$ cat src/rtl/scmp_opfetch_queue_if.sv
// scmp_opfetch_queue_if
// Purpose : byte-input / instruction-output bus of the SC/MP opcode prefetch
//           queue, plus the package holding the microcode entry label type.
// Signals :
//   in_data[7:0], in_valid      fetch path -> queue
//   in_ready                    queue -> fetch path
//   out_valid, out_op[7:0], out_disp[7:0], out_two_byte, out_pc, out_dly
//                               queue -> sequencer
//   out_ready                   sequencer -> queue
// Handshake: a transfer happens on a rising clk edge where valid and ready
// are both high. A source holding valid keeps its payload stable until the
// transfer; ready may change freely and never depends on valid
// combinationally in the same direction.
// Modports: slave = the queue, master = the environment driving it.

package scmp_opfetch_pkg;
  typedef enum logic [4:0] {
    UCLBL_FETCH, UCLBL_HALT, UCLBL_DLY,  UCLBL_XAE,  UCLBL_ST,
    UCLBL_DAD,   UCLBL_LD,   UCLBL_DAE,  UCLBL_LDE,  UCLBL_ILD,
    UCLBL_DLD,   UCLBL_JMP,  UCLBL_XPAL, UCLBL_XPAH, UCLBL_XPPC,
    UCLBL_CL,    UCLBL_IE,   UCLBL_CSA,  UCLBL_CAS,  UCLBL_NOP,
    UCLBL_SIO,   UCLBL_SR,   UCLBL_SRL,  UCLBL_RR,   UCLBL_RRL
  } NEXTPC_t;
endpackage

interface scmp_opfetch_queue_if;
  import scmp_opfetch_pkg::*;

  logic [7:0] in_data;
  logic       in_valid;
  logic       in_ready;
  logic       out_valid;
  logic       out_ready;
  logic [7:0] out_op;
  logic [7:0] out_disp;
  logic       out_two_byte;
  NEXTPC_t    out_pc;
  logic       out_dly;

  modport slave (
    input  in_data, in_valid, out_ready,
    output in_ready, out_valid, out_op, out_disp, out_two_byte, out_pc, out_dly
  );

  modport master (
    output in_data, in_valid, out_ready,
    input  in_ready, out_valid, out_op, out_disp, out_two_byte, out_pc, out_dly
  );
endinterface

$ cat src/rtl/scmp_opfetch_queue.sv
// scmp_opfetch_queue
// Purpose : prefetch/decode stage between the SC/MP fetch path and the
//           microcode sequencer. Bytes are buffered in a DEPTH-byte FIFO;
//           complete one- or two-byte instructions are popped from the head,
//           decoded to a microcode entry label and held in a registered slot.
// Ports   :
//   clk, rst      clock (rising edge), asynchronous active-high reset
//   bus           scmp_opfetch_queue_if.slave (byte input, instruction output)
//   flush         synchronous discard of FIFO and output slot
//   resume        pulse that clears the halted state
//   level         FIFO occupancy in bytes
//   halted        issue stalled after a HALT (always 0 when HALT_STALL = 0)

module scmp_opfetch_queue
  import scmp_opfetch_pkg::*;
#(
  parameter int DEPTH      = 4,
  parameter int HALT_STALL = 1
) (
  input  logic                       clk,
  input  logic                       rst,
  scmp_opfetch_queue_if.slave        bus,
  input  logic                       flush,
  input  logic                       resume,
  output logic [$clog2(DEPTH):0]     level,
  output logic                       halted
);

  localparam int AW = $clog2(DEPTH);
  localparam int LW = AW + 1;

  logic [7:0]    mem [DEPTH];
  logic [AW-1:0] wr_ptr;
  logic [AW-1:0] rd_ptr;
  logic [LW-1:0] level_q;
  logic          halted_q;

  logic          out_valid_q;
  logic [7:0]    out_op_q;
  logic [7:0]    out_disp_q;
  logic          out_two_byte_q;
  NEXTPC_t       out_pc_q;
  logic          out_dly_q;

  logic [7:0]    head_byte;
  logic [7:0]    next_byte;
  logic          head_two;
  logic          head_complete;
  logic          push;
  logic          load;
  logic [1:0]    pop_cnt;
  logic [AW-1:0] rd_ptr_next;

  // First match wins; the ST pattern excludes 0xCC so it falls through to LD.
  function automatic NEXTPC_t decode(input logic [7:0] op);
    NEXTPC_t pc;
    pc = UCLBL_FETCH;
    if      (op == 8'h00)                         pc = UCLBL_HALT;
    else if (op == 8'h8F)                         pc = UCLBL_DLY;
    else if (op == 8'h01)                         pc = UCLBL_XAE;
    else if ((op ==? 8'b11001???) && op != 8'hCC) pc = UCLBL_ST;
    else if (op ==? 8'b11101???)                  pc = UCLBL_DAD;
    else if (op ==? 8'b11??????)                  pc = UCLBL_LD;
    else if (op == 8'h68)                         pc = UCLBL_DAE;
    else if (op ==? 8'b01???000)                  pc = UCLBL_LDE;
    else if (op ==? 8'b101010??)                  pc = UCLBL_ILD;
    else if (op ==? 8'b101110??)                  pc = UCLBL_DLD;
    else if (op ==? 8'b1001????)                  pc = UCLBL_JMP;
    else if (op ==? 8'b001100??)                  pc = UCLBL_XPAL;
    else if (op ==? 8'b001101??)                  pc = UCLBL_XPAH;
    else if (op ==? 8'b001111??)                  pc = UCLBL_XPPC;
    else if (op ==? 8'b0000001?)                  pc = UCLBL_CL;
    else if (op ==? 8'b0000010?)                  pc = UCLBL_IE;
    else if (op == 8'h06)                         pc = UCLBL_CSA;
    else if (op == 8'h07)                         pc = UCLBL_CAS;
    else if (op == 8'h08)                         pc = UCLBL_NOP;
    else if (op == 8'h19)                         pc = UCLBL_SIO;
    else if (op == 8'h1C)                         pc = UCLBL_SR;
    else if (op == 8'h1D)                         pc = UCLBL_SRL;
    else if (op == 8'h1E)                         pc = UCLBL_RR;
    else if (op == 8'h1F)                         pc = UCLBL_RRL;
    return pc;
  endfunction

  // Operand byte sits one slot after the head, wrapping naturally in AW bits.
  assign head_byte = mem[rd_ptr];
  assign next_byte = mem[rd_ptr + AW'(1)];
  assign head_two  = head_byte[7];

  always_comb begin
    head_complete = 1'b0;
    if (level_q >= LW'(2))
      head_complete = 1'b1;
    else if (level_q == LW'(1) && !head_two)
      head_complete = 1'b1;
  end

  assign bus.in_ready = (level_q < LW'(DEPTH));
  assign push         = bus.in_valid && bus.in_ready;
  assign load         = (!out_valid_q || bus.out_ready) && head_complete && !halted_q;
  assign pop_cnt      = load ? (head_two ? 2'd2 : 2'd1) : 2'd0;
  assign rd_ptr_next  = rd_ptr + AW'(pop_cnt);

  // Storage is not reset: contents are only read below level_q.
  always_ff @(posedge clk) begin
    if (push && !flush)
      mem[wr_ptr] <= bus.in_data;
  end

  always_ff @(posedge clk or posedge rst) begin
    if (rst) begin
      wr_ptr   <= '0;
      rd_ptr   <= '0;
      level_q  <= '0;
      halted_q <= 1'b0;
    end else if (flush) begin
      wr_ptr   <= '0;
      rd_ptr   <= '0;
      level_q  <= '0;
      halted_q <= 1'b0;
    end else begin
      if (push)
        wr_ptr <= wr_ptr + AW'(1);
      rd_ptr  <= rd_ptr_next;
      level_q <= level_q + LW'(push) - LW'(pop_cnt);
      if (resume)
        halted_q <= 1'b0;
      // The HALT itself issues; only later loads are blocked.
      if (HALT_STALL != 0 && load && head_byte == 8'h00)
        halted_q <= 1'b1;
    end
  end

  always_ff @(posedge clk or posedge rst) begin
    if (rst) begin
      out_valid_q    <= 1'b0;
      out_op_q       <= 8'h00;
      out_disp_q     <= 8'h00;
      out_two_byte_q <= 1'b0;
      out_pc_q       <= UCLBL_FETCH;
      out_dly_q      <= 1'b0;
    end else if (flush) begin
      out_valid_q <= 1'b0;
    end else if (load) begin
      out_valid_q    <= 1'b1;
      out_op_q       <= head_byte;
      out_disp_q     <= head_two ? next_byte : 8'h00;
      out_two_byte_q <= head_two;
      out_pc_q       <= decode(head_byte);
      out_dly_q      <= (head_byte == 8'h8F);
    end else if (bus.out_ready) begin
      out_valid_q <= 1'b0;
    end
  end

  assign bus.out_valid    = out_valid_q;
  assign bus.out_op       = out_op_q;
  assign bus.out_disp     = out_disp_q;
  assign bus.out_two_byte = out_two_byte_q;
  assign bus.out_pc       = out_pc_q;
  assign bus.out_dly      = out_dly_q;
  assign level            = level_q;
  assign halted           = (HALT_STALL != 0) && halted_q;

endmodule

$ cat src/flat_wrapper.sv
// flat-port wrapper written by rule: the top's interface ports become plain ports
module scmp_opfetch_queue_flat import scmp_opfetch_pkg::*;
#(
  parameter int DEPTH      = 4,
  parameter int HALT_STALL = 1
)
  (clk, rst, flush, resume, level, halted, bus_in_data, bus_in_valid, bus_out_ready, bus_in_ready, bus_out_valid, bus_out_op, bus_out_disp, bus_out_two_byte, bus_out_pc, bus_out_dly);
  scmp_opfetch_queue_if bus_i ();
  input  logic clk;
  input  logic rst;
  input  logic flush;
  input  logic resume;
  output logic [$clog2(DEPTH):0] level;
  output logic halted;
  input wire logic [$bits(bus_i.in_data)-1:0] bus_in_data;
  input wire logic [$bits(bus_i.in_valid)-1:0] bus_in_valid;
  input wire logic [$bits(bus_i.out_ready)-1:0] bus_out_ready;
  output wire logic [$bits(bus_i.in_ready)-1:0] bus_in_ready;
  output wire logic [$bits(bus_i.out_valid)-1:0] bus_out_valid;
  output wire logic [$bits(bus_i.out_op)-1:0] bus_out_op;
  output wire logic [$bits(bus_i.out_disp)-1:0] bus_out_disp;
  output wire logic [$bits(bus_i.out_two_byte)-1:0] bus_out_two_byte;
  output wire logic [$bits(bus_i.out_pc)-1:0] bus_out_pc;
  output wire logic [$bits(bus_i.out_dly)-1:0] bus_out_dly;
  assign bus_i.in_data = bus_in_data;
  assign bus_i.in_valid = bus_in_valid;
  assign bus_i.out_ready = bus_out_ready;
  assign bus_in_ready = bus_i.in_ready;
  assign bus_out_valid = bus_i.out_valid;
  assign bus_out_op = bus_i.out_op;
  assign bus_out_disp = bus_i.out_disp;
  assign bus_out_two_byte = bus_i.out_two_byte;
  assign bus_out_pc = bus_i.out_pc;
  assign bus_out_dly = bus_i.out_dly;
  scmp_opfetch_queue #(.DEPTH(DEPTH), .HALT_STALL(HALT_STALL)) u_core (.clk(clk), .rst(rst), .bus(bus_i), .flush(flush), .resume(resume), .level(level), .halted(halted));
endmodule
$ cat config.mk
export PLATFORM = sky130hd
export DESIGN_NAME = scmp_opfetch_queue_flat
export DESIGN_NICKNAME = d
export VERILOG_FILES = /design/src/rtl/scmp_opfetch_queue_if.sv /design/src/rtl/scmp_opfetch_queue.sv /design/src/flat_wrapper.sv
export SDC_FILE = /design/constraint.sdc
export NUM_CORES = 1
export LEC_CHECK = 0
export ABC_AREA = 1
export ABC_CLOCK_PERIOD_IN_PS = 3200
export CAP_MARGIN = 20
export CORE_MARGIN = 8
export CORE_UTILIZATION = 55
export DETAILED_ROUTE_END_ITERATION = 7
export DONT_BUFFER_PORTS = 1
export PLACE_DENSITY = 0.7
export RECOVER_POWER = 100
export SYNTH_ARGS = -nofsm -noshare
export SYNTH_HDL_FRONTEND = slang
export SYNTH_SLANG_ARGS = --single-unit
$ cat constraint.sdc
create_clock -name clk -period 3.2 [get_ports clk]
set_input_delay 0.64 -clock clk [delete_from_list [all_inputs] [get_ports clk]]
set_output_delay 0.64 -clock clk [all_outputs]
set_load 0.05 [all_outputs]
* Yosys cells after proc, flatten, opt, wreduce, memory -nomap -nowiden
Memory sizes are Yosys's and may differ from the RTL's.
Index checks and enable logic that the tools add are counted.
** Word-level totals
- Output and inout port bits :: 29
- Input bits :: 14
- Flip-flop bits (word level) :: 32
- Memory bits (writable) :: 32
- Memories kept :: 1
- Word-level logic and storage cells :: 102
** Operators by class
- Multiplexer cells :: 41
- $add $sub $neg :: 5
- Bitwise operators :: 1
- Order comparisons :: 2
- Eq/ne operators :: 25
- Reductions and logical operators :: 17
** Memory list
- u_core.mem :: depth 4, width 8, rd ports 2, clocked after Yosys merged registers in 0, write ports 1, line scmp_opfetch_queue.sv:32 : logic [7:0] mem [DEPTH];
** Operators with widths (count)
- two-way mux 5 bit :: 24
- == test 8 x 5 -> 1 bit (second input constant) :: 5
- == test 6 x 4 -> 1 bit (second input constant) :: 3
- == test 8 x 3 -> 1 bit (second input constant) :: 2
- == test 6 bit (second input constant) :: 2
- == test 5 bit (second input constant) :: 2
- two-way mux 1 bit :: 10
- two-way mux 2 bit :: 5
- == test 8 x 1 -> 1 bit (second input constant) :: 1
- == test 8 x 4 -> 1 bit (second input constant) :: 1
- == test 8 x 7 -> 1 bit (second input constant) :: 1
- == test 8 bit (second input constant) :: 1
- zero test 8 bit :: 1
- two-way mux 8 bit :: 1
- inequality test 8 bit (second input constant) :: 1
- == test 7 x 1 -> 1 bit (second input constant) :: 1
- == test 7 x 2 -> 1 bit (second input constant) :: 1
- logical AND 1 bit :: 7
- nonzero test 3 bit :: 2
- == test 5 x 4 -> 1 bit (second input constant) :: 1
- adder 2 x 1 -> 2 bit (second input constant) :: 2
- == test 4 bit (second input constant) :: 1
- zero test 1 bit :: 4
- adder 3 x 1 -> 3 bit :: 1
- other kinds (11) :: 11

* Longest topological paths before layout
An unclocked memory read counts as a cell.
- Depth after elaboration :: 26
- Gate-level depth with buffers :: 17
- Gate-level depth less buffers :: 15

* Least setup slack after synthesis
No wires, ideal clock.
- Path type :: reg2reg
- Start :: register u_core.rd_ptr[0]
- End :: register u_core.level_q[2] (netlist: u_core.level[2])
- Path slack :: 0.826 ns
- Library setup time :: 0.125 ns
- Buffers on the path :: 1
- Cell stages (with the launch flop) :: 16
- Period minus slack after synthesis :: 2.374 ns
- Arrival time :: 2.249 ns
- Required time :: 3.075 ns
- Cell sequence :: dfrtp_1 > buf_6 > nand2_1 > nand3_1 > nand2_4 > o21ai_2 > nand2_2 > inv_1 > nand3_1 > inv_1 > ha_1 > inv_1 > ha_1 > fa_1 > o21ai_0 > a21oi_1
** Between the ends
- Cells in the longest elaborated chain, start to end :: 10
- Elaborated cells on any way between the ends :: 11
- Classes of those cells :: add/sub: 1; mux: 5; reduce/logical: 4; memory: 1
** RTL lines
- start, declared :: line scmp_opfetch_queue.sv:34 : logic [AW-1:0] rd_ptr;
- start signal, assigned :: line scmp_opfetch_queue.sv:124 : rd_ptr <= rd_ptr_next;
- memory (4 x 8 bit) (*)
- zero test 1 bit :: line scmp_opfetch_queue.sv:94 : else if (level_q == LW'(1) && !head_two)
- logical AND 1 bit :: line scmp_opfetch_queue.sv:94
- two-way mux 1 bit :: line scmp_opfetch_queue.sv:94
- two-way mux 1 bit :: line scmp_opfetch_queue.sv:92 : if (level_q >= LW'(2))
- logical AND 1 bit (2 in a row) :: line scmp_opfetch_queue.sv:100 : assign load = (!out_valid_q || bus.out_ready) && head_complete && !halted_q;
- two-way mux 2 bit (*) :: line scmp_opfetch_queue.sv:101 : assign pop_cnt = load ? (head_two ? 2'd2 : 2'd1) : 2'd0;
- subtractor 3 x 2 -> 3 bit (*) :: line scmp_opfetch_queue.sv:125 : level_q <= level_q + LW'(push) - LW'(pop_cnt);
- two-way mux 3 bit (*) :: line scmp_opfetch_queue.sv:116 : end else if (flush) begin
- end signal, assigned :: line scmp_opfetch_queue.sv:125
- end, declared :: line scmp_opfetch_queue.sv:35 : logic [LW-1:0] level_q;
Every way passes the cells marked *; elsewhere a longest branch is shown, timed or not.
A chain may end at the register's enable or synchronous reset.

* Worst setup path in the final report
Ends and elaborated chain as after synthesis.

==> run_results.csv <==
group,metric,value,unit
drt,antenna_left,0,
global_routing,grt_usage,18.1,%
sta,grt_setup_unrepaired,"false",
setup_path,endpoint_kind,"flip-flop",
layout,drive_above_1_share,10.1,%
yosys,synth_cells,401,
global_routing,grt_pass1_vias,2604,
global_routing,gr-usage-met1,22.9,%
sta,relSlewSlack,-8.31,%
floorplan,die_area,9070,sq um
setup_path,path_class,"reg2reg",
global_routing,grt_use_met3,5.04,%
yosys,synthArstFlopShare,49.2,%
drt,drc,0,
drt,initialDrtViolationCount,106,
yosys,synth_seq_cells,63,
cts,cts_hold_buffers,0,
cts,clk-insertion-delay-late,0.35,ns
sta,min_period,2.79,ns
sta,tightest_slew,1.62,ns
floorplan,dieWidth,95.3,um
setup_path,worstPathRequired,3.43,ns
yosys,syn_nets,424,
floorplan,num_rows,29,
outcome,violations,"max-capacitance violations, max-slew violations",
layout,final_cell_mix,"nand2_1 (130), nand3_1 (45), inv_1 (36)",
placement,numPortBuffers,0,
floorplan,ios,43,
sta,finalSetupViolations,0,
drt,wl,7550,um
pwr,irDropWorstVdd,0.566,mV
sta,setup-tns-final,0,ns
placement,gp_congestion,0.887,
sta,hold_viol,0,
layout,final_common_cell,"nand2_1",
global_routing,antenna_found_initial,0,
cts,clkTransAtPathRegs,0.07,ns
floorplan,die_h,95.3,um
layout,final_util,58.7,%
layout,nets,425,
pwr,power_per_cell_area,1070,nW/um^2
global_routing,grt_busiest_layer,"met2",
cts,cts-resized-gates,0,
pwr,p_leak,1.73,nW
global_routing,grt_max_degree,34,
layout,postLayoutCellArea,3640,sq um
cts,cts.sinks,63,
floorplan,start_util,55.7,%
drt,avgViaCountPerCell,5.39,
hold_path,hp-class,"in2reg",
global_routing,grt_util_met2,28.4,%
yosys,yosysWarnings,0,
placement,placed_cell_area,3480,sq um
sta,clock_skew,0.0146,ns
setup_path,startpoint_type,"flip-flop",
global_routing,grt.overflow.total,0,
yosys,synth_cell_types,34,
drt,drtPass1Iterations,5,
cts,numCtsBuffers,9,
cts,cts_buffer_depth,2,
cts,tritoncts,"done",
yosys,avgSynthCellArea,8.61,sq um
run,maxCapViolCount,1,
setup_path,cp.arrival,3.01,ns
cts,root_buffer,"clkbuf_8",
floorplan,core-area,6200,sq um
sta,drv_slew,32,
yosys,syn-cell-area,3450,sq um
cts,postCtsSetupBuffers,0,
global_routing,grt_pass1_wl,12800,um
setup_path,worst-path-max-fanout,24,
sta,fmax,359,MHz
sta,period_share,87.1,%
yosys,synthFlopType,"edfxtp_1",
yosys,synth_edf_count,32,
layout,antenna_cells,0,
layout,area_growth,5.43,%
cts,cts_max_level,3,
drt,num_vias,2604,
placement,place.detailed.hpwl,5570,um
yosys,seq_area_frac_synth,50.3,%
outcome,status,"finished with violations",
drt,wire_per_inst,15.6,um
==> routing by layer <==
layer  vias to the layer above  routed length (um)
met3                        13                 439
met5                         -                   0
met1                      1201                3490
li1                       1324                   -
met4                         0                 123
met2                        66                3500
==> final cells by class <==
class	count	area [sq um]
fill	550	2560
clock buffer	10	128
multi-input combinational	285	1460
sequential	63	1740
tap	77	96.3
timing repair buffer	4	26.3
inverter	39	149
clock inverter	5	50.0
==> flip-flops by register name (all words and copies together), names as in the netlist <==
signal                   cells
u_core.bus.out_disp          8
u_core.level                 3
u_core.rd_ptr                2
u_core.bus.out_pc            5
u_core.mem                  32
u_core.bus.out_two_byte      1
u_core.bus.out_op            7
u_core.bus.out_dly           1
u_core.wr_ptr                2
u_core.bus.out_valid         1
u_core.halted                1
==> cell usage after synthesis, types with 4 or more instances <==
cell / count / area share [%]
a21o_1: 7 / 1.5
a21oi_1: 7 / 1.0
a22o_1: 7 / 1.8
a31oi_1: 8 / 1.4
buf_2: 5 / 0.72
buf_6: 4 / 1.3
dfrtp_1: 31 / 22
edfxtp_1: 32 / 28
ha_1: 8 / 2.9
inv_1: 35 / 3.8
nand2_1: 129 / 14
nand2_2: 8 / 1.4
nand3_1: 45 / 6.5
nand3_2: 4 / 1.2
nor2_1: 21 / 2.3
nor2_2: 4 / 0.72
nor3_1: 6 / 0.87
o21ai_0: 4 / 0.58
o21ai_1: 10 / 1.4
==> metrics by stage <==
stage | instances | setup slack (ns) | power (W) | hold slack (ns)
2_1_floorplan | 401 | 0.826 | 0.00299 | 0.492
3_3_place_gp | 468 | 0.629 | 0.00324 | 0.523
3_5_place_dp | 468 | 0.564 | 0.00328 | 0.558
4_1_cts | 483 | 0.537 | 0.00393 | 0.261
5_1_grt | 483 | 0.174 | 0.00422 | 0.341
6_report | 483 | 0.413 | 0.00389 | 0.352
==> power by group <==
| part | leakage (nW) | internal [W] | total, W | switching [W] |
|---|---|---|---|---|
| combinational | 0.953 | 0.000482 | 0.00157 | 0.00109 |
| clock | 0.0872 | 0.000349 | 0.000648 | 0.000299 |
| sequential | 0.694 | 0.00103 | 0.00168 | 0.000650 |
| total | 1.73 | 0.00186 | 0.00389 | 0.00204 |
==> path summary, 6_finish.rpt <==
kind | slack (ns) | cells after the start | to | from
setup / recovery | 0.41 | 15 | u_core.level[2] | u_core.rd_ptr[0]
hold / removal | 0.35 | 1 | u_core.level[0] | flush
setup reg to reg | 0.41 | 15 | u_core.level[2] | u_core.rd_ptr[0]
hold reg to reg | 0.57 | 2 | u_core.wr_ptr[1] | u_core.wr_ptr[1]
max in group asynchronous | 1.50 | 2 | u_core.bus.out_pc[0] | rst
min in group asynchronous | 0.75 | 2 | u_core.halted | rst
==> worst max-delay path, stage by stage, from the launching register on <==
cell,delay [ns]
dfrtp_1,0.43
buf_4,0.23
nand2_1,0.10
nand3_2,0.11
nand2_1,0.30
o21ai_2,0.09
nand2_2,0.11
inv_1,0.06
nand3_1,0.06
inv_1,0.06
ha_1,0.28
inv_1,0.04
ha_1,0.21
fa_1,0.39
o21ai_0,0.16
a21oi_1,0.06
==> cells by family (layout without fill, tap and decap cells) <==
logic type	count (synthesis)	in the layout	synth area share [%]
and+or+nand+nor	227	227	29.9
AOI/OAI and AO/OA	47	47	8.66
xor gates and xnor gates	2	2	0.507
adders and majority gates	9	9	3.48
buffers and inverters	53	58	7.21
DFF	63	63	50.3
Note: power is estimated with default switching activity, not from simulation.
